==> src/rtl/tl_cntr_timed.sv <==
// rtl/tl_cntr_timed.sv - timer-driven two-road traffic light with protected-left phases
// Optional pedestrian walk phase is built when TL_PED_EN is defined.
module tl_cntr_timed #(
  parameter int YELLOW_CYC    = 2,
  parameter int ALL_RED_CYC   = 1,
  parameter int MIN_GREEN_CYC = 3,
  parameter int MAX_GREEN_CYC = 8,
  parameter int PED_CYC       = 4,
  parameter int CNT_W         = 4
) (
  input  logic       clk,
  input  logic       reset_n,
  input  logic       Ta,
  input  logic       Tal,
  input  logic       Tb,
  input  logic       Tbl,
`ifdef TL_PED_EN
  input  logic       ped_req,
  output logic       walk,
`endif
  output logic [1:0] La,
  output logic [1:0] Lb
);

  localparam logic [CNT_W-1:0] YEL_LAST = CNT_W'(YELLOW_CYC - 1);
  localparam logic [CNT_W-1:0] RED_LAST = CNT_W'(ALL_RED_CYC - 1);
  localparam logic [CNT_W-1:0] MIN_LAST = CNT_W'(MIN_GREEN_CYC - 1);
  localparam logic [CNT_W-1:0] MAX_LAST = CNT_W'(MAX_GREEN_CYC - 1);
  localparam logic [CNT_W-1:0] PED_LAST = CNT_W'(PED_CYC - 1);
  localparam logic [CNT_W-1:0] CNT_ONE  = CNT_W'(1);

  typedef enum logic [3:0] {
    A_GRN, A_YEL, A_LFT, A_LYL, RED_A,
    B_GRN, B_YEL, B_LFT, B_LYL, RED_B
  } state_t;

  state_t           state;
  state_t           state_nxt;
  logic [CNT_W-1:0] cnt;
  logic             ped_phase;
  logic             ped_dem;
  logic             min_ok;
  logic             max_ok;
  logic             yel_done;
  logic             red_done;

`ifdef TL_PED_EN
  logic pending;
  logic enter_red;
  assign ped_phase = walk;
  assign ped_dem   = pending;
  assign enter_red = (state_nxt != state) && (state_nxt == RED_A || state_nxt == RED_B);
`else
  assign ped_phase = 1'b0;
  assign ped_dem   = 1'b0;
`endif

  assign min_ok   = cnt >= MIN_LAST;
  assign max_ok   = cnt >= MAX_LAST;
  assign yel_done = cnt >= YEL_LAST;
  assign red_done = cnt >= (ped_phase ? PED_LAST : RED_LAST);

  // Own left sensor counts as conflicting demand: it needs the road to leave through green.
  always_comb begin
    state_nxt = state;
    case (state)
      A_GRN: if (min_ok && (Tb | Tbl | Tal | ped_dem) && (!Ta || max_ok)) state_nxt = A_YEL;
      A_YEL: if (yel_done) state_nxt = Tal ? A_LFT : RED_A;
      A_LFT: if (min_ok && (!Tal || max_ok)) state_nxt = A_LYL;
      A_LYL: if (yel_done) state_nxt = RED_A;
      RED_A: if (red_done) state_nxt = B_GRN;
      B_GRN: if (min_ok && (Ta | Tal | Tbl | ped_dem) && (!Tb || max_ok)) state_nxt = B_YEL;
      B_YEL: if (yel_done) state_nxt = Tbl ? B_LFT : RED_B;
      B_LFT: if (min_ok && (!Tbl || max_ok)) state_nxt = B_LYL;
      B_LYL: if (yel_done) state_nxt = RED_B;
      RED_B: if (red_done) state_nxt = A_GRN;
      default: state_nxt = RED_B;
    endcase
  end

  function automatic logic [1:0] lamp_of(input state_t s, input state_t grn, input state_t yel,
                                         input state_t lft, input state_t lyl);
    logic [1:0] l;
    if (s == grn)                   l = 2'b00;
    else if (s == yel || s == lyl)  l = 2'b01;
    else if (s == lft)              l = 2'b11;
    else                            l = 2'b10;
    return l;
  endfunction

  // Lamps decode the next state so they change on the edge that enters it.
  always_ff @(posedge clk or negedge reset_n) begin
    if (!reset_n) begin
      state <= RED_B;
      cnt   <= '0;
      La    <= 2'b10;
      Lb    <= 2'b10;
    end else begin
      state <= state_nxt;
      if (state_nxt != state) cnt <= '0;
      else if (cnt != '1)     cnt <= cnt + CNT_ONE;
      La <= lamp_of(state_nxt, A_GRN, A_YEL, A_LFT, A_LYL);
      Lb <= lamp_of(state_nxt, B_GRN, B_YEL, B_LFT, B_LYL);
    end
  end

`ifdef TL_PED_EN
  // A request on the entry edge itself re-arms pending for the following red.
  always_ff @(posedge clk or negedge reset_n) begin
    if (!reset_n) begin
      pending <= 1'b0;
      walk    <= 1'b0;
    end else begin
      if (enter_red)               walk <= pending;
      else if (state_nxt != state) walk <= 1'b0;
      pending <= ped_req | (pending & ~enter_red);
    end
  end
`endif

endmodule
==> config.mk <==
export PLATFORM = sky130hd
export DESIGN_NAME = tl_cntr_timed
export DESIGN_NICKNAME = d
export VERILOG_FILES = /design/src/rtl/tl_cntr_timed.sv
export SDC_FILE = /design/constraint.sdc
export NUM_CORES = 1
export LEC_CHECK = 0
export BUFFER_PORTS_ARGS = -buffer_cell sky130_fd_sc_hd__buf_4
export CORE_UTILIZATION = 25
export CTS_CLUSTER_DIAMETER = 30
export DETAILED_ROUTE_END_ITERATION = 7
export SETUP_SLACK_MARGIN = 0.02
export SYNTH_ARGS = -nofsm -noshare
export SYNTH_HDL_FRONTEND = slang
export SYNTH_SLANG_ARGS = --single-unit
==> constraint.sdc <==
create_clock -name clk -period 2.6 [get_ports clk]
set_input_delay 0.52 -clock clk [delete_from_list [all_inputs] [get_ports clk]]
set_output_delay 0.52 -clock clk [all_outputs]
set_load 0.01 [all_outputs]
==> results.toml <==
[clocking]
numCtsBuffers = 3
cts_tree = "built"
clock_latency_ns = 0.24
path_clk_slew_ns = 0.05
cts-root-buf = "clkbuf_8"
clockBufferDepth = 2
cts_sinks = 12
htreeDepth = 1
cts_hold_buf = 0

[run_status]
status = "completed"

[power]
peakVddDrop_v = 0.000518
power_density_nw_per_um2 = 1220
p_leak_nw = 0.547
total_power_mw = 1.51

[critical_path]
crit-reg2reg-launch = "cnt[1]"
cp.arrival_ns = 2.54
cp_top_family = "compound AO/OA/AOI/OAI gates"
path_cells = "inv_1 > ha_1 > or4b_1 > a31oi_2 > a21oi_1 > o311ai_4 > a2111oi_1"
crit_buf_inv = 1
start_kind = "flip-flop"
cp_max_fo = 8
reg2reg_slack_ns = 0.14
crit_type = "reg -> reg"
ff2ff_path_depth = 7
worst_setup_path_end_kind = "flip-flop"
reg2reg_to = "cnt[1]"
crit_required_ns = 2.67
slowest_delay_ns = 0.57
crit_slowest_cell = "or4b_1"

[sta]
drv_slew = 0
fin_crit_ns = 2.46
max_slew.worst_pin.slew_ns = 0.628
finalCritPeriodShare_pct = 94.8
max_freq_mhz = 406
relSlewSlack_pct = 57.8
final.setup.tns_ns = 0
fin_ws_ns = 0.135
rsz0062_at_grt = "false"
hold_viol = 0
setup_viol = 0
fin_skew_ns = 0.00283

[synthesis]
synth_area_leaders = "dfrtp_1, dfstp_2, ha_1"
syn_area_per_cell_um2 = 9.35
seq_area_frac_synth_pct = 29.2
syn_inst = 112
synthArstFlopShare_pct = 100
ys.flop_type = "dfrtp_1"
yosysWarningCount = 0
ys_types = 51
synth_fp_nets = 122
yosys-top-cells-count = "inv_1, dfrtp_1, nor2_1"
synth_edf_count = 0
yosysTopAreaCell = "dfrtp_1"
netlist_area_um2 = 1050
synth_most_common_cell = "inv_1"
synth_top_area_share_pct = 19.1
synth_seq_cells = 12

[grt]
grt_pass1_wl_um = 4070
track_usage_pct = 12.1
grt_pass1_vias = 893
overflow = 0
antenna_found_initial = 0
grt_start_max_net_pins = 15

[die]
pin_count = 10
dieArea_um2 = 4450
dieHeight_um = 66.7
core-area_um2 = 4000
placement_rows = 23
dieWidth_um = 66.7
start_util_pct = 26.2

[detailed_routing]
wl_um = 2590
drt-initial-drc-count = 25
wl_per_cell_um = 15.2
firstDrtPassIters = 4
ant_nets = 0
num_vias = 965
route.detailed.drc = 0
viasPerCell = 5.64

[layout]
layout-drive-gt1-share_pct = 25.6
postLayoutCoreUtil_pct = 30.9
n_antenna_cell = 0
design_area_um2 = 1240
area_growth_pct = 18.2
n_fill_cell = 407
finalNetCount = 132

[placed_design]
placed_area_um2 = 1140
dp_hpwl_um = 2010
post-place-ws_ns = 0.0304
place_congestion = 0.856
io_buffers = 9

[hold_path]
hp-class = "in -> async"

[job]
cap_violations = 0
[sequential cells by signal, indices dropped and copies added, names as in the netlist]
name / cells
cnt: 4
state: 4
La: 2
Lb: 2
[how the worst max path moves through the flow]
| stage | slack (ns) | end | depth (start not counted) | start |
|---|---|---|---|---|
| 2_1_floorplan | 0.38 | cnt[0] | 6 | cnt[1] |
| 3_3_place_gp | 0.09 | cnt[0] | 6 | cnt[1] |
| 3_5_place_dp | 0.03 | cnt[0] | 7 | cnt[1] |
| 4_1_cts | 0.02 | cnt[3] | 6 | cnt[1] |
| 5_1_grt | 0.04 | cnt[0] | 9 | cnt[0] |
| 6_report | 0.14 | cnt[1] | 7 | cnt[1] |
[layer usage]
layer | share of wire, % | track usage, %
met5 | 0 | 0
met4 | 2.1 | 3.99
met3 | 6.1 | 1.88
met2 | 47 | 20.3
met1 | 45 | 15.6
[cells in the final DEF (no fill, tap or decap), drive strengths merged, types with 2 or more instances in the layout]
master   count
ha           4
o21ai        4
nor3b        2
o2111ai      2
dfrtp        8
inv          9
nand3        4
o21bai       4
nor4b        2
nand2        2
dfstp        4
clkbuf       4
mux2i        4
nor2b        2
a31oi        2
a211oi       4
nor3         2
a2111oi      3
nand2b       4
o22ai        2
a21oi        3
nor2         7
o311ai       2
or4          3
buf         11
nand3b       2
or3          2
[logic make-up (layout without fill, tap and decap cells)]
| logic type | Yosys count | in the layout | synth area share (%) |
|---|---|---|---|
| DFF | 12 | 12 | 29.2 |
| adders and majority gates | 4 | 4 | 4.78 |
| buffers and inverters | 15 | 24 | 6.93 |
| muxes | 4 | 4 | 3.82 |
| and+or+nand+nor | 38 | 38 | 23.8 |
| AOI/OAI and AO/OA | 38 | 38 | 30.7 |
| xor gates and xnor gates | 1 | 1 | 0.836 |
[metrics by stage]
| stage | cells | hold slack [ns] |
|---|---|---|
| finish | 171 | 0.106 |
| global route | 171 | 0.112 |
| detailed placement | 165 | 0.363 |
| global placement | 165 | 0.361 |
| floorplan | 112 | 0.224 |
| CTS | 169 | 0.108 |
[power breakdown]
part / internal [mW] / leakage [nW] / total, mW / switching, mW
clock network: 0.133 / 0.0288 / 0.198 / 0.0645
logic: 0.407 / 0.374 / 0.914 / 0.506
registers: 0.284 / 0.145 / 0.402 / 0.118
[what timing repair did]
item	4_1_cts	5_1_grt
setup buffers	0	2
setup endpoints to repair	0	7
gates resized for setup	0	6
[cell type report]
| type | count | area [µm²] | share of cell area [%] |
|---|---|---|---|
| Multi-Input combinational cell | 85 | 696 | 56.2 |
| Inverter | 9 | 33.8 | 2.73 |
| Clock buffer | 4 | 55.1 | 4.45 |
| Sequential cell | 12 | 308 | 24.9 |
| Tap cell | 50 | 62.6 | 5.06 |
| Timing Repair Buffer | 11 | 82.6 | 6.67 |
Power figures use the tool's default switching activity.
